$ cat src/rtl/pe_vec_pkg.sv
// pe_vec_pkg: shared FSM state type and fixed-point helpers for the vector PE.
package pe_vec_pkg;

  typedef enum logic [1:0] {
    WAIT  = 2'd0,
    RUN   = 2'd1,
    DRAIN = 2'd2,
    OUT   = 2'd3
  } pe_state_t;

  // Wide enough to carry any accumulator this block can be built with.
  localparam int SAT_W = 64;

  // Accumulator width that cannot overflow over a whole vector.
  function automatic int acc_width(input int n, input int input_num);
    return 2 * n + $clog2(input_num);
  endfunction

  // Drop frac bits (floor toward minus infinity), then clamp to a signed n-bit range.
  function automatic logic signed [SAT_W-1:0] sat_q(input logic signed [SAT_W-1:0] acc,
                                                    input int frac, input int n);
    logic signed [SAT_W-1:0] shifted;
    logic signed [SAT_W-1:0] max_v;
    logic signed [SAT_W-1:0] min_v;
    shifted = acc >>> frac;
    max_v   = (SAT_W'(1) <<< (n - 1)) - SAT_W'(1);
    min_v   = -max_v - SAT_W'(1);
    if (shifted > max_v)      return max_v;
    else if (shifted < min_v) return min_v;
    else                      return shifted;
  endfunction

endpackage

$ cat src/rtl/pe_vector_lanes_weights.sv
// pe_weight_pingpong: two flop-based weight banks with a loader and a combinational read port.
module pe_weight_pingpong
  import pe_vec_pkg::*;
#(
  parameter int N         = 8,
  parameter int INPUT_NUM = 16,
  parameter int LANES     = 4
) (
  input  logic                         clk,
  input  logic                         rst,
  input  logic                         w_valid,
  output logic                         w_ready,
  input  logic [LANES*N-1:0]           w_data,
  input  logic                         rd_bank,
  input  logic [$clog2(INPUT_NUM)-1:0] rd_k,
  output logic [LANES*N-1:0]           rd_data,
  input  logic                         rel_en,
  output logic [1:0]                   bank_valid
);

  localparam int KW = $clog2(INPUT_NUM);

  logic [LANES*N-1:0] bank [2][INPUT_NUM];
  logic               lb;
  logic [KW-1:0]      wk;
  logic               w_fire;

  assign w_ready = !bank_valid[lb];
  assign w_fire  = w_valid && w_ready;
  assign rd_data = bank[rd_bank][rd_k];

  // Flags and load pointer; a release of the compute bank and a fill of the load bank never hit the same bank.
  always_ff @(posedge clk or negedge rst) begin
    if (!rst) begin
      bank_valid <= 2'b00;
      lb         <= 1'b0;
      wk         <= '0;
    end else begin
      if (rel_en) begin
        bank_valid[rd_bank] <= 1'b0;
      end
      if (w_fire) begin
        if (wk == KW'(INPUT_NUM - 1)) begin
          wk             <= '0;
          bank_valid[lb] <= 1'b1;
          lb             <= ~lb;
        end else begin
          wk <= wk + KW'(1);
        end
      end
    end
  end

  // Weight storage is data only; the valid flags alone decide whether it is meaningful.
  always_ff @(posedge clk) begin
    if (w_fire) begin
      bank[lb][wk] <= w_data;
    end
  end

endmodule

$ cat src/rtl/pe_vector_lanes.sv
// pe_vector_lanes: broadcast input stream into LANES MAC lanes with ReLU and saturating quantizer.
module pe_vector_lanes
  import pe_vec_pkg::*;
#(
  parameter int N         = 8,
  parameter int FRAC      = 4,
  parameter int INPUT_NUM = 16,
  parameter int LANES     = 4
) (
  input  logic               clk,
  input  logic               rst,
  input  logic               w_valid,
  output logic               w_ready,
  input  logic [LANES*N-1:0] w_data,
  input  logic               x_valid,
  output logic               x_ready,
  input  logic [N-1:0]       x_data,
  input  logic               relu_en,
  input  logic               reuse,
  output logic               y_valid,
  input  logic               y_ready,
  output logic [LANES*N-1:0] y_data
);

  localparam int ACC_W = acc_width(N, INPUT_NUM);
  localparam int KW    = $clog2(INPUT_NUM);
  localparam int PW    = 2 * N;

  pe_state_t          state;
  logic               cb;
  logic [KW-1:0]      k;
  logic               drain_cnt;
  logic [1:0]         bank_valid;
  logic [LANES*N-1:0] w_col;
  logic [LANES*N-1:0] y_next;
  logic               prod_vld;
  logic               x_fire;
  logic               y_fire;
  logic               rel_en;
  logic               acc_clr;
  logic               out_load;

  assign x_fire   = x_valid && x_ready;
  assign y_fire   = y_valid && y_ready;
  assign rel_en   = y_fire && !reuse;
  assign acc_clr  = ((state == WAIT) && bank_valid[cb]) || (y_fire && reuse);
  assign out_load = (state == DRAIN) && drain_cnt;

  pe_weight_pingpong #(
    .N         (N),
    .INPUT_NUM (INPUT_NUM),
    .LANES     (LANES)
  ) u_banks (
    .clk        (clk),
    .rst        (rst),
    .w_valid    (w_valid),
    .w_ready    (w_ready),
    .w_data     (w_data),
    .rd_bank    (cb),
    .rd_k       (k),
    .rd_data    (w_col),
    .rel_en     (rel_en),
    .bank_valid (bank_valid)
  );

  // Compute sequencer: waits for weights, streams a vector, flushes the pipe, then holds the result.
  always_ff @(posedge clk or negedge rst) begin
    if (!rst) begin
      state     <= WAIT;
      cb        <= 1'b0;
      k         <= '0;
      drain_cnt <= 1'b0;
      x_ready   <= 1'b0;
      y_valid   <= 1'b0;
    end else begin
      case (state)
        WAIT: begin
          if (bank_valid[cb]) begin
            state   <= RUN;
            k       <= '0;
            x_ready <= 1'b1;
          end
        end
        RUN: begin
          if (x_fire) begin
            if (k == KW'(INPUT_NUM - 1)) begin
              state     <= DRAIN;
              k         <= '0;
              x_ready   <= 1'b0;
              drain_cnt <= 1'b0;
            end else begin
              k <= k + KW'(1);
            end
          end
        end
        DRAIN: begin
          drain_cnt <= ~drain_cnt;
          if (drain_cnt) begin
            state   <= OUT;
            y_valid <= 1'b1;
          end
        end
        OUT: begin
          if (y_ready) begin
            y_valid <= 1'b0;
            if (reuse) begin
              state   <= RUN;
              x_ready <= 1'b1;
            end else begin
              state <= WAIT;
              cb    <= ~cb;
            end
          end
        end
        default: state <= WAIT;
      endcase
    end
  end

  // Marks the cycles in which the product registers hold a fresh term to accumulate.
  always_ff @(posedge clk or negedge rst) begin
    if (!rst) prod_vld <= 1'b0;
    else      prod_vld <= x_fire;
  end

  for (genvar i = 0; i < LANES; i++) begin : g_lane
    logic signed [N-1:0]     w_i;
    logic signed [PW-1:0]    prod;
    logic signed [ACC_W-1:0] acc;
    logic signed [ACC_W-1:0] acc_relu;

    assign w_i = w_col[i*N +: N];

    // Full-precision product of the broadcast input and this lane's weight.
    always_ff @(posedge clk or negedge rst) begin
      if (!rst)        prod <= '0;
      else if (x_fire) prod <= $signed({{N{x_data[N-1]}}, x_data}) * $signed({{N{w_i[N-1]}}, w_i});
    end

    // Running dot-product sum, cleared whenever a new vector is about to start.
    always_ff @(posedge clk or negedge rst) begin
      if (!rst)          acc <= '0;
      else if (acc_clr)  acc <= '0;
      else if (prod_vld) acc <= acc + $signed({{(ACC_W-PW){prod[PW-1]}}, prod});
    end

    assign acc_relu = (relu_en && acc[ACC_W-1]) ? '0 : acc;
    assign y_next[i*N +: N] = N'(sat_q($signed({{(SAT_W-ACC_W){acc_relu[ACC_W-1]}}, acc_relu}), FRAC, N));
  end

  // Result register captures the quantized lanes on the last drain cycle and holds through backpressure.
  always_ff @(posedge clk or negedge rst) begin
    if (!rst)          y_data <= '0;
    else if (out_load) y_data <= y_next;
  end

endmodule

$ cat config.mk
export PLATFORM = sky130hd
export DESIGN_NAME = pe_vector_lanes
export DESIGN_NICKNAME = d
export VERILOG_FILES = /design/src/rtl/pe_vec_pkg.sv /design/src/rtl/pe_vector_lanes_weights.sv /design/src/rtl/pe_vector_lanes.sv
export SDC_FILE = /design/constraint.sdc
export NUM_CORES = 2
export LEC_CHECK = 0
export BUFFER_PORTS_ARGS = -buffer_cell sky130_fd_sc_hd__buf_2
export CAP_MARGIN = 20
export CORE_MARGIN = 2
export CORE_UTILIZATION = 50
export CTS_CLUSTER_SIZE = 30
export DETAILED_ROUTE_END_ITERATION = 10
export PLACE_DENSITY = 0.76
export SLEW_MARGIN = 20
export SYNTH_ARGS = -nofsm -noshare
export SYNTH_HDL_FRONTEND = slang
export SYNTH_HIERARCHICAL = 1
export SYNTH_SLANG_ARGS = --single-unit
$ cat constraint.sdc
create_clock -name clk -period 5.22 [get_ports clk]
set_input_delay 0.522 -clock clk [delete_from_list [all_inputs] [get_ports clk]]
set_output_delay 0.522 -clock clk [all_outputs]
set_load 0.02 [all_outputs]
==> flow_metrics.env <==
export IMPL_start_util_pct=50.2
export IMPL_setup_slack_ns=-0.761
export IMPL_first_global_vias=39696
export IMPL_htree_levels=3
export IMPL_layout_min_cycle_time_ns=5.98
export IMPL_clkSinkCount=1218
export IMPL_cts_tree="built"
export IMPL_clk_pin_slew_worst_paths_ns=0.07
export IMPL_syn_instance_count=4544
export IMPL_fill_cells=8998
export IMPL_core_area_um2=121000
export IMPL_pin_count=82
export IMPL_yosysSeqAreaShare_pct=58.4
export IMPL_fin_nets=5528
export IMPL_cp_endpoint="g_lane[3].prod[14]$_DFFE_PN0P_"
export IMPL_port_buffers=81
export IMPL_cp_required_ns=5.86
export IMPL_yosysWarnings=6
export IMPL_yosysMostFrequentCell="edfxtp_1"
export IMPL_clock_skew_ns=0.0666
export IMPL_syn_to_final_growth_pct=20.3
export IMPL_cp_data_arrival_time_ns=6.62
export IMPL_num_rows=128
export IMPL_grt_pass1_wl_um=234000
export IMPL_die_width_um=353
export IMPL_wl_met1_um=60600
export IMPL_dpl_cell_area_um2=66400
export IMPL_die_h_um=353
export IMPL_slew_headroom_pct=27.1
export IMPL_finalWirelength_um=154000
export IMPL_synthArstFlopShare_pct=15.9
export IMPL_synthesis_nets=5016
export IMPL_finalHoldViolCount=0
export IMPL_yosys_register_bits=1218
export IMPL_antenna_found_initial=9
export IMPL_synth_largest_area_cell="edfxtp_1"
export IMPL_track_usage_pct=24.2
export IMPL_yosys_top_cells_area="edfxtp_1 (50%), mux2i_1 (9.3%), dfrtp_1 (8.0%), fa_1 (7.4%), ha_1 (4.1%)"
export IMPL_avgSynthCellArea_um2=13.4
export IMPL_max_freq_mhz=167
export IMPL_hold_class="input pin to flip-flop"
export IMPL_end_kind="flip-flop"
export IMPL_slew_viol_final=0
export IMPL_fp_dieArea_um2=125000
export IMPL_synth_cell_type_count=83
export IMPL_netlist_area_um2=60900
export IMPL_drv_cap=0
export IMPL_reg2reg_from="k[0]$_DFFE_PN0P_"
export IMPL_wl_met2_um=75700
export IMPL_reg2reg_slack_ns=-0.76
export IMPL_status="finished with violations"
export IMPL_wl_per_cell_um=22.7
export IMPL_setup_viol=35
export IMPL_dp_final_hpwl_um=94200
export IMPL_r2r_end="g_lane[3].prod[14]$_DFFE_PN0P_"
export IMPL_rsz0062_at_grt="yes"
export IMPL_vias=39002
export IMPL_dr_pass1_iters=8
export IMPL_fin_crit_sh_pct=115
export IMPL_grt_ovfl_total=0
export IMPL_gp_congestion=0.855
export IMPL_cp_max_fo=12
export IMPL_grt_max_degree=92
export IMPL_synthTopCellsByCount="edfxtp_1 (1024), mux2i_1 (563), nand2_1 (374), inv_1 (339), fa_1 (224)"
export IMPL_pre_cts_ws_ns=-0.903
export IMPL_start_kind="flip-flop"
export IMPL_synth_edf_count=1024
export IMPL_insertion_delay_ns=0.74
export IMPL_drtIter0Drc=3769
export IMPL_r2r_cells=26
export IMPL_numCtsBuffers=119
export IMPL_cts_max_path_buffers=3
export IMPL_met3_wirelength_um=11500
export IMPL_yosys_area_top_type_share_pct=50.5
export IMPL_clockRootBuffer="clkbuf_16"
export IMPL_ant_nets=0
export IMPL_synth_ff_type="edfxtp_1"
export IMPL_drive_above_1_share_pct=21.8
export IMPL_routed_top_layer="met5"
export IMPL_routed_via_density=5.75
export IMPL_holdWs_ns=0.181
export IMPL_critPathKind="flip-flop to flip-flop"
export IMPL_drc_errors=0
export IMPL_violations="negative setup slack"
export IMPL_tightest_slew_ns=1.09
export IMPL_cp_startpoint="k[0]$_DFFE_PN0P_"
export IMPL_design_area_um2=73300
worst min-delay path by stage:
stage | depth (start not counted) | to | slack, ns | from
after floorplan | 0 | cb$_DFFE_PN0P_ | 0.23 | rst
after global placement | 2 | y_data[31]$_DFFE_PN0P_ | 0.45 | y_data[31]$_DFFE_PN0P_
after detailed placement | 2 | y_data[31]$_DFFE_PN0P_ | 0.46 | y_data[31]$_DFFE_PN0P_
after CTS | 4 | y_valid$_DFFE_PN0P_ | 0.15 | y_ready
after global routing | 4 | y_valid$_DFFE_PN0P_ | 0.20 | y_ready
final | 4 | y_valid$_DFFE_PN0P_ | 0.18 | y_ready
cells in the final DEF (no fill, tap or decap), types with 104 or more instances in the layout:
cell | netlist | routed
fa_1 | 224 | 210
dfrtp_1 | 194 | 190
nand2_1 | 374 | 366
nand3_1 | 130 | 104
edfxtp_1 | 1024 | 1024
ha_1 | 201 | 165
nor2_1 | 165 | 137
buf_4 | 25 | 369
mux2i_1 | 563 | 546
and2_1 | 165 | 139
clkbuf_16 | 0 | 122
a21oi_1 | 219 | 194
inv_1 | 339 | 296
logic make-up after synthesis:
family,synth area share [%]
simple gates,7.91
xor+xnor,1.83
compound gates,7.13
fa+ha+maj,11.5
mux,9.34
buf+inv,3.86
flops,58.4
critical path: stages, from the launching register on:
cell	delay [ns]
dfrtp_4	0.56
buf_6	0.15
buf_12	0.14
buf_12	0.13
buf_16	0.15
mux2i_1	0.18
a22oi_1	0.11
a31oi_2	0.25
nand3_2	0.22
buf_6	0.20
and2_1	0.16
fa_1	0.51
ha_4	0.29
inv_1	0.04
fa_1	0.46
fa_1	0.51
inv_2	0.05
ha_4	0.21
nor2b_2	0.15
o21ai_2	0.16
a21boi_2	0.08
o21ai_2	0.11
nand2b_1	0.08
a21o_1	0.17
a31o_2	0.21
or4b_1	0.51
nand3_1	0.08
layer usage:
layer / GRT usage [%] / vias up
met4: 8.20 / 2
met1: 31.4 / 19537
met3: 3.66 / 401
met5: 0 / -
li1: - / 17441
met2: 41.8 / 1621
cell type report:
type,instances,area [um^2],area share [%]
tap,1625,2030,2.77
clock buffer,146,3150,4.30
multi-input combinational,2791,24800,33.9
sequential,1218,35600,48.6
inverter,340,1280,1.75
clock inverter,76,815,1.11
timing repair buffer,586,5540,7.56
antenna,5,12.5,0.0171
metrics by stage:
stage / cells / setup TNS [ns] / util (%)
2_1_floorplan: 4544 / -1.40 / -
3_3_place_gp: 6468 / -14.42 / 54.7
3_5_place_dp: 6468 / -18.68 / 54.7
4_1_cts: 6764 / -15.46 / 59.5
5_1_grt: 6785 / -23.50 / 60.4
6_report: 6787 / -16.66 / 60.4
sequential cells by signal, summed over array words and instances (netlist names):
| register | cells |
|---|---|
| drain_cnt | 1 |
| g_lane.acc | 80 |
| prod_vld | 1 |
| cb | 1 |
| y_valid | 1 |
| u_banks/lb | 1 |
| u_banks/bank_valid | 2 |
| k | 4 |
| g_lane.prod | 64 |
| state | 2 |
| y_data | 32 |
| x_ready | 1 |
| u_banks/wk | 4 |
| u_banks/bank | 1024 |
repair_timing:
item	CTS	global route
hold endpoints to repair	89	0
cloned	12	2
pin swaps	114	157
hold buffers	1	0
endpoints found under the setup margin	37	40
setup buffers	61	28
gates resized for setup	242	185
Power is not shown: default switching activity piles up to over one toggle a cycle in this logic, so the estimate is an artifact.
